**src/rtl/uart_core.sv**
```systemverilog
// uart_core: parameterised UART transmitter and receiver with internal loopback.
// TX bit timing restarts at each accepted byte; RX samples on a 1/RX_OVERSAMPLE-bit tick.
module uart_core #(
    parameter int unsigned CLOCK_RATE    = 3200000,
    parameter int unsigned BAUD_RATE     = 100000,
    parameter int unsigned RX_OVERSAMPLE = 16,
    parameter int unsigned DATA_BITS     = 8,
    parameter int unsigned PARITY        = 0,
    parameter int unsigned STOP_BITS     = 1
) (
    input  logic                 clk,
    input  logic                 reset_n,
    input  logic                 i_Loopback,
    input  logic                 i_Tx_Valid,
    input  logic [DATA_BITS-1:0] i_Tx_Byte,
    output logic                 o_Tx_Ready,
    output logic                 o_Tx_Active,
    output logic                 o_Tx_Data,
    input  logic                 i_Rx_Data,
    output logic                 o_Rx_Valid,
    output logic [DATA_BITS-1:0] o_Rx_Byte,
    output logic                 o_Rx_Parity_Err,
    output logic                 o_Rx_Frame_Err
);
    localparam int unsigned RX_DIV = CLOCK_RATE / (BAUD_RATE * RX_OVERSAMPLE);
    localparam int unsigned TX_DIV = RX_DIV * RX_OVERSAMPLE;
    localparam int unsigned DIV_W  = $clog2(RX_DIV + 1);
    localparam int unsigned TXC_W  = $clog2(TX_DIV + 1);
    localparam int unsigned OS_W   = $clog2(RX_OVERSAMPLE + 1);
    localparam int unsigned BIT_W  = 4;

    typedef enum logic [2:0] {S_IDLE, S_START, S_DATA, S_PARITY, S_STOP} state_e;

    logic [DIV_W-1:0]     div_q, div_d;
    state_e               tx_state_q, tx_state_d;
    logic [TXC_W-1:0]     tx_cnt_q, tx_cnt_d;
    logic [BIT_W-1:0]     tx_bit_q, tx_bit_d;
    logic [DATA_BITS-1:0] tx_shift_q, tx_shift_d;
    logic                 tx_par_q, tx_par_d;
    logic                 tx_line_q, tx_line_d;
    logic [1:0]           sync_q, sync_d;
    state_e               rx_state_q, rx_state_d;
    logic [OS_W-1:0]      rx_cnt_q, rx_cnt_d;
    logic [BIT_W-1:0]     rx_bit_q, rx_bit_d;
    logic [DATA_BITS-1:0] rx_shift_q, rx_shift_d;
    logic                 rx_par_q, rx_par_d;
    logic                 rx_armed_q, rx_armed_d;
    logic                 rx_valid_q, rx_valid_d;
    logic [DATA_BITS-1:0] rx_byte_q, rx_byte_d;
    logic                 rx_perr_q, rx_perr_d;
    logic                 rx_ferr_q, rx_ferr_d;

    logic rx_tick_c, tx_tick_c, rx_s_c, rx_samp_c;

    always_ff @(posedge clk or negedge reset_n) begin
        if (!reset_n) begin
            div_q      <= '0;
            tx_state_q <= S_IDLE;
            tx_cnt_q   <= '0;
            tx_bit_q   <= '0;
            tx_shift_q <= '0;
            tx_par_q   <= 1'b0;
            tx_line_q  <= 1'b1;
            sync_q     <= 2'b11;
            rx_state_q <= S_IDLE;
            rx_cnt_q   <= '0;
            rx_bit_q   <= '0;
            rx_shift_q <= '0;
            rx_par_q   <= 1'b0;
            rx_armed_q <= 1'b0;
            rx_valid_q <= 1'b0;
            rx_byte_q  <= '0;
            rx_perr_q  <= 1'b0;
            rx_ferr_q  <= 1'b0;
        end else begin
            div_q      <= div_d;
            tx_state_q <= tx_state_d;
            tx_cnt_q   <= tx_cnt_d;
            tx_bit_q   <= tx_bit_d;
            tx_shift_q <= tx_shift_d;
            tx_par_q   <= tx_par_d;
            tx_line_q  <= tx_line_d;
            sync_q     <= sync_d;
            rx_state_q <= rx_state_d;
            rx_cnt_q   <= rx_cnt_d;
            rx_bit_q   <= rx_bit_d;
            rx_shift_q <= rx_shift_d;
            rx_par_q   <= rx_par_d;
            rx_armed_q <= rx_armed_d;
            rx_valid_q <= rx_valid_d;
            rx_byte_q  <= rx_byte_d;
            rx_perr_q  <= rx_perr_d;
            rx_ferr_q  <= rx_ferr_d;
        end
    end

    // TX next state; the line register follows the state being entered
    always_comb begin
        div_d      = (div_q == DIV_W'(RX_DIV - 1)) ? '0 : div_q + DIV_W'(1);
        tx_tick_c  = (tx_cnt_q == TXC_W'(TX_DIV - 1));
        tx_state_d = tx_state_q;
        tx_cnt_d   = tx_cnt_q;
        tx_bit_d   = tx_bit_q;
        tx_shift_d = tx_shift_q;
        tx_par_d   = tx_par_q;
        if (tx_state_q != S_IDLE) tx_cnt_d = tx_tick_c ? '0 : tx_cnt_q + TXC_W'(1);
        case (tx_state_q)
            S_IDLE: if (i_Tx_Valid) begin
                tx_state_d = S_START;
                tx_cnt_d   = '0;
                tx_bit_d   = '0;
                tx_shift_d = i_Tx_Byte;
                tx_par_d   = (PARITY == 1) ? ~^i_Tx_Byte : ^i_Tx_Byte;
            end
            S_START: if (tx_tick_c) tx_state_d = S_DATA;
            S_DATA: if (tx_tick_c) begin
                tx_shift_d = tx_shift_q >> 1;
                if (tx_bit_q == BIT_W'(DATA_BITS - 1)) begin
                    tx_bit_d   = '0;
                    tx_state_d = (PARITY != 0) ? S_PARITY : S_STOP;
                end else begin
                    tx_bit_d = tx_bit_q + BIT_W'(1);
                end
            end
            S_PARITY: if (tx_tick_c) tx_state_d = S_STOP;
            S_STOP: if (tx_tick_c) begin
                if (tx_bit_q == BIT_W'(STOP_BITS - 1)) begin
                    tx_bit_d   = '0;
                    tx_state_d = S_IDLE;
                end else begin
                    tx_bit_d = tx_bit_q + BIT_W'(1);
                end
            end
            default: tx_state_d = S_IDLE;
        endcase
        case (tx_state_d)
            S_START:  tx_line_d = 1'b0;
            S_DATA:   tx_line_d = tx_shift_d[0];
            S_PARITY: tx_line_d = tx_par_d;
            default:  tx_line_d = 1'b1;
        endcase
    end

    // RX next state; a break keeps the receiver disarmed until the line is seen high
    always_comb begin
        rx_tick_c  = (div_q == DIV_W'(RX_DIV - 1));
        sync_d     = {sync_q[0], i_Loopback ? tx_line_q : i_Rx_Data};
        rx_s_c     = sync_q[1];
        rx_samp_c  = rx_tick_c && (rx_cnt_q == OS_W'(RX_OVERSAMPLE - 1));
        rx_state_d = rx_state_q;
        rx_cnt_d   = rx_cnt_q;
        rx_bit_d   = rx_bit_q;
        rx_shift_d = rx_shift_q;
        rx_par_d   = rx_par_q;
        rx_armed_d = rx_armed_q;
        rx_valid_d = 1'b0;
        rx_byte_d  = rx_byte_q;
        rx_perr_d  = rx_perr_q;
        rx_ferr_d  = rx_ferr_q;
        if (rx_tick_c) rx_cnt_d = rx_cnt_q + OS_W'(1);
        case (rx_state_q)
            S_IDLE: begin
                rx_cnt_d = '0;
                if (rx_s_c) rx_armed_d = 1'b1;
                else if (rx_armed_q) rx_state_d = S_START;
            end
            S_START: if (rx_tick_c && rx_cnt_q == OS_W'(RX_OVERSAMPLE / 2 - 1)) begin
                rx_cnt_d   = '0;
                rx_bit_d   = '0;
                rx_state_d = rx_s_c ? S_IDLE : S_DATA;
            end
            S_DATA: if (rx_samp_c) begin
                rx_cnt_d   = '0;
                rx_shift_d = {rx_s_c, rx_shift_q[DATA_BITS-1:1]};
                if (rx_bit_q == BIT_W'(DATA_BITS - 1)) begin
                    rx_state_d = (PARITY != 0) ? S_PARITY : S_STOP;
                end else begin
                    rx_bit_d = rx_bit_q + BIT_W'(1);
                end
            end
            S_PARITY: if (rx_samp_c) begin
                rx_cnt_d   = '0;
                rx_par_d   = rx_s_c;
                rx_state_d = S_STOP;
            end
            S_STOP: if (rx_samp_c) begin
                rx_cnt_d   = '0;
                rx_state_d = S_IDLE;
                rx_armed_d = 1'b0;
                rx_valid_d = 1'b1;
                rx_byte_d  = rx_shift_q;
                rx_ferr_d  = ~rx_s_c;
                case (PARITY)
                    1:       rx_perr_d = ~^{rx_shift_q, rx_par_q};
                    2:       rx_perr_d = ^{rx_shift_q, rx_par_q};
                    default: rx_perr_d = 1'b0;
                endcase
            end
            default: rx_state_d = S_IDLE;
        endcase
    end

    always_comb begin
        o_Tx_Ready      = (tx_state_q == S_IDLE);
        o_Tx_Active     = (tx_state_q != S_IDLE);
        o_Tx_Data       = i_Loopback | tx_line_q;
        o_Rx_Valid      = rx_valid_q;
        o_Rx_Byte       = rx_byte_q;
        o_Rx_Parity_Err = rx_perr_q;
        o_Rx_Frame_Err  = rx_ferr_q;
    end
endmodule
```
**config.mk**
```make
export PLATFORM = sky130hd
export DESIGN_NAME = uart_core
export DESIGN_NICKNAME = d
export VERILOG_FILES = /design/src/rtl/uart_core.sv
export SDC_FILE = /design/constraint.sdc
export NUM_CORES = 1
export LEC_CHECK = 0
export BUFFER_PORTS_ARGS = -buffer_cell sky130_fd_sc_hd__buf_2
export CAP_MARGIN = 10
export CORE_AREA = 2 2 102 104
export CTS_CLUSTER_DIAMETER = 100
export DETAILED_ROUTE_END_ITERATION = 10
export DIE_AREA = 0 0 104 106
export SYNTH_ARGS = -nofsm -noshare
export SYNTH_HDL_FRONTEND = slang
export SYNTH_SLANG_ARGS = --single-unit
```
**constraint.sdc**
```tcl
create_clock -name clk -period 2.33 [get_ports clk]
set_input_delay 0.233 -clock clk [delete_from_list [all_inputs] [get_ports clk]]
set_output_delay 0.233 -clock clk [all_outputs]
set_load 0.02 [all_outputs]
```
# Word-level counts from Yosys, hierarchy flattened
# Cells that the tools add are included.
# Widths: inputs -> output; s select.
# classes
add_sub_neg	5
n_eq_ne	29
muxes	48
bitwise_logic	2
n_reduce_logical	19
# op_table
cell	n
$mux 3	14
$mux 4	8
$pmux 3 s5	2
$mux 6	4
$ne 2x2->1 const B	12
$eq 3x2->1 const B	6
$mux 8	2
$pmux 8 s2	1
$mux 5	3
$pmux 5 s3	1
$pmux 4 s3	1
$eq 3x1->1 const B	3
$add 4x1->4 const B	2
$eq 4x3->1 const B	2
$pmux 4 s2	1
$reduce_and 4->1	2
$reduce_xor 8->1	1
$mux 1	7
$reduce_and 7->1	1
$add 6x1->6 const B	1
$eq 3x3->1 const B	2
$eq 6x5->1 const B	1
$logic_not 3->1	2
$reduce_and 3->1	2
16 further kinds	22
# totals
ff_bits	58

# Longest topological paths before layout
# depth
depth_word	6
depth_mapped	9
ltp_nobuf	8

# Worst setup path after synthesis
# Ideal clock, no wire load.
# synth_path
path_kind	register -> register
startpoint	reg rx_cnt_q[0]
endpoint	reg rx_shift_q[0]
arrival_time_ns	1.762
t_required_ns	2.205
slack_ns	0.443
stages_incl_launch_ff	8
n_path_buf	1
period_less_slack_ns	1.887
cell_sequence	dfrtp_1 ha_1 and3_1 ha_1 and2_0 buf_2 nand2_1 mux2_2
# synth_via
elab_chain_len	3
# synth_lines
element	line	rtl
start, declared	43	logic [OS_W-1:0] rx_cnt_q, rx_cnt_d;
start signal, assigned	85	rx_cnt_q <= rx_cnt_d;
$eq 5x4->1	149	rx_samp_c = rx_tick_c && (rx_cnt_q == OS_W'(RX_OVERSAMPLE - 1));
$logic_and 1x1->1	149	
$reduce_and 2->1 (no line)	n/a	
end signal, assigned	87	rx_shift_q <= rx_shift_d;
end, declared	45	logic [DATA_BITS-1:0] rx_shift_q, rx_shift_d;
# Every way passes these cells.
# A chain may end at the register's enable or synchronous reset.

# Worst setup path in the final report
# layout_path
startpoint	reg rx_cnt_q[0]
endpoint	reg rx_shift_q[6]
# The elaborated chain is that of the path after synthesis.

==> impl_metrics.ini <==
[status]
result_of_the_run = complete, no violations

[cts]
h-tree-depth = 3
cts.repair.resized = 0
cts_post_setup_buffers_inserted = 0
clk_pin_slew_worst_paths_ns = 0.07
cts_root_buffer = sky130_fd_sc_hd__clkbuf_8
number_of_buffers_inserted_during_clock_tree_synthesis = 9
clock_latency_ns = 0.34
clockBufferDepth = 2
cts_num_sinks = 58
cts_tree = built

[power_and_ir_drop]
power_per_cell_area_mw_per_mm2 = 713
cellLeakagePower_nw = 1.61
power.total_mw = 2.40
max-vdd-ir-drop_mv = 0.353

[finish]
multi_input_area_sq_mm = 0.00132
area.growth.synth_to_final_pct = 16.6
finalNonFillerCells = 443
post_route_cells_drive_above_1_share = 0.264
final-seq-area_sq_mm = 0.00146
insertedDiodeCount = 0
area_of_all_placed_cells_without_fillers_sq_mm = 0.00336
core_occupancy_in_the_finished_layout = 0.336
filler_cell_count = 1056
finish.net_count = 321

[floorplanning]
die_h_microns = 106
top_level_ports = 27
std_cell_rows = 37
core_region_area_sq_mm = 0.0100
die-width_microns = 104
dieArea_sq_mm = 0.0110
floorplan.initialDensity = 0.288

[sta]
max-slew-margin-rel = 0.560
final_max_slew_viol_count = 0
worst_clock_skew_ns = 0.0113
setup_viol = 0
tightest_slew_ns = 0.660
timing_hold_violations_final = 0
finalCriticalPeriod_ns = 2.01
ratio_of_final_minimum_period_to_clock_period = 0.861
rsz_0062_raised_after_global_routing = no
holdWs_ns = 0.123
worst_slack_ns = 0.325
tns_ns = 0
max_clock_freq_ghz = 0.499

[synthesis]
synth_edf_count = 0
synth_seq_cells = 58
yosys.cell_types.count = 59
netlist_instances = 271
postSynth.asyncResetShare = 1.00
mappedNetlistNets = 290
postSynth.topFlopCell = sky130_fd_sc_hd__dfrtp_1
syn-cell-area_sq_mm = 0.00288
synth-warning-count = 0
avgSynthCellArea_sq_um = 10.6
post_synthesis_sequential_area_ratio = 0.505

[critical_path]
critical_path.max_fanout = 8
criticalPathCategory = reg2reg
cp.required_ns = 2.55
start_kind = flop
crit_path_end_kind = flop
critPathArrivalTime_ns = 2.23

[placement]
place_area_sq_mm = 0.00316
port-buffer-count = 25
post-place-ws_ns = 0.305
hpwl_mm = 3.68
dp_cells = 426
gp_congestion = 0.777

[routing]
antenna_violating_nets_post_route = 0
wl_per_instance_microns = 11.7
drt-pass1-iter-count = 4
detail_route.drc_violations = 0
dr.first_iter.drc_count = 78
avgViaCountPerCell = 4.63
routed-via-count = 2050
routed_wirelength_mm = 5.17

[grt]
grt-ovfl-total = 0
antenna_violations_before_repair = 0
largest_net_degree_at_the_start_of_global_routing = 33
grt_pass1_wl_mm = 9.23
grt_util_all_layers = 0.103
vias_in_the_first_global_route = 2072

[flow_run]
cap_viol_max_count = 0

[min_path]
type_of_the_tightest_min_delay_check = in2reg
## cell type report
type	instances	share of cell area
clock buffer	9	0.0368
tap	136	0.0506
multi-input combinational	192	0.393
inverter	10	0.0112
timing repair buffer	31	0.0551
sequential	58	0.433
clock inverter	7	0.0208
## state kept, by name (all words and copies together) (netlist names)
name	count
div_q	2
o_Rx_Byte	8
o_Rx_Frame_Err	1
o_Rx_Valid	1
rx_armed_q	1
rx_bit_q	4
rx_cnt_q	5
rx_shift_q	8
rx_state_q	3
sync_q	2
tx_bit_q	4
tx_cnt_q	6
tx_line_q	1
tx_par_q	1
tx_shift_q	8
tx_state_q	3
## metal layers
metal / track usage / vias up / part of all wire
met2: 0.174 / 35 / 0.49
met4: 0.0290 / 0 / 0.011
met5: 0 / - / 0
met3: 0.0441 / 10 / 0.043
li1: - / 1012 / -
met1: 0.119 / 993 / 0.46
## worst paths after layout
kind	slack, ns	depth (start not counted)	from	to
worst max-delay path	0.32	6	rx_cnt_q[0]	rx_shift_q[6]
worst min-delay path	0.12	2	i_Rx_Data	sync_q[0]
worst max register to register	0.32	6	rx_cnt_q[0]	rx_shift_q[6]
worst min register to register	0.36	0	sync_q[0]	sync_q[1]
max in group asynchronous	1.22	3	reset_n	sync_q[1]
min in group asynchronous	0.45	2	reset_n	tx_shift_q[6]
## synthesized netlist by cell type (4+ instances only)
cell,number,area share
sky130_fd_sc_hd__dfrtp_1,55,0.48
sky130_fd_sc_hd__nand2_1,38,0.049
sky130_fd_sc_hd__nor2_1,21,0.027
sky130_fd_sc_hd__mux2_2,19,0.074
sky130_fd_sc_hd__o21ai_0,18,0.031
sky130_fd_sc_hd__inv_1,9,0.012
sky130_fd_sc_hd__xnor2_1,8,0.024
sky130_fd_sc_hd__a22oi_1,6,0.016
sky130_fd_sc_hd__ha_1,6,0.026
sky130_fd_sc_hd__nand3_1,6,0.010
sky130_fd_sc_hd__nor2b_1,6,0.013
sky130_fd_sc_hd__a21oi_1,5,0.0087
sky130_fd_sc_hd__buf_2,5,0.0087
sky130_fd_sc_hd__buf_4,4,0.010
sky130_fd_sc_hd__nand2b_1,4,0.0087
## placed cells by master (no fill, tap or decap), types with 3 or more instances in the layout
cell / Yosys / layout
sky130_fd_sc_hd__o21ai_0: 18 / 18
sky130_fd_sc_hd__ha_1: 6 / 6
sky130_fd_sc_hd__o31ai_1: 3 / 3
sky130_fd_sc_hd__and2_1: 3 / 3
sky130_fd_sc_hd__nand4_1: 3 / 3
sky130_fd_sc_hd__mux2_2: 19 / 19
sky130_fd_sc_hd__nor2b_1: 6 / 6
sky130_fd_sc_hd__clkinv_2: 0 / 3
sky130_fd_sc_hd__inv_1: 9 / 9
sky130_fd_sc_hd__dfstp_2: 3 / 3
sky130_fd_sc_hd__buf_4: 4 / 4
sky130_fd_sc_hd__buf_2: 5 / 25
sky130_fd_sc_hd__nand2_1: 38 / 38
sky130_fd_sc_hd__clkbuf_8: 0 / 9
sky130_fd_sc_hd__dfrtp_1: 55 / 55
sky130_fd_sc_hd__o21ai_1: 3 / 3
sky130_fd_sc_hd__nand3_1: 6 / 6
sky130_fd_sc_hd__nor2_1: 21 / 21
sky130_fd_sc_hd__a22oi_1: 6 / 6
sky130_fd_sc_hd__nand2b_1: 4 / 4
sky130_fd_sc_hd__a21oi_1: 5 / 5
sky130_fd_sc_hd__xnor2_1: 8 / 8
## logic make-up after synthesis
group / Yosys count / share of synthesized area
multiplexers: 19 / 0.0742
other: 1 / 0.00130
adder cells (fa/ha/maj): 6 / 0.0260
AO/OA/AOI/OAI: 52 / 0.126
AND/OR/NAND/NOR: 104 / 0.200
flip-flops: 58 / 0.505
buffers and inverters: 21 / 0.0373
XOR/XNOR: 10 / 0.0304
## critical path, stage by stage (launching register included)
cell                      delay (ns)
sky130_fd_sc_hd__dfrtp_1        0.40
sky130_fd_sc_hd__ha_1           0.23
sky130_fd_sc_hd__and3_1         0.18
sky130_fd_sc_hd__ha_1           0.19
sky130_fd_sc_hd__and2_0         0.22
sky130_fd_sc_hd__nand2_1        0.29
sky130_fd_sc_hd__mux2_2         0.38
## what timing repair did
item	4_1_cts	5_1_grt
endpoints found under the setup margin	0	0
hold buffers	1	0
hold endpoints to repair	26	0
## power by group
group,leakage (nW),switching (mW),internal (mW)
registers,0.761,0.0883,1.07
clock network,0.0990,0.415,0.490
logic,0.749,0.181,0.158
total,1.61,0.684,1.71
Note: power is estimated with default switching activity, not from simulation.
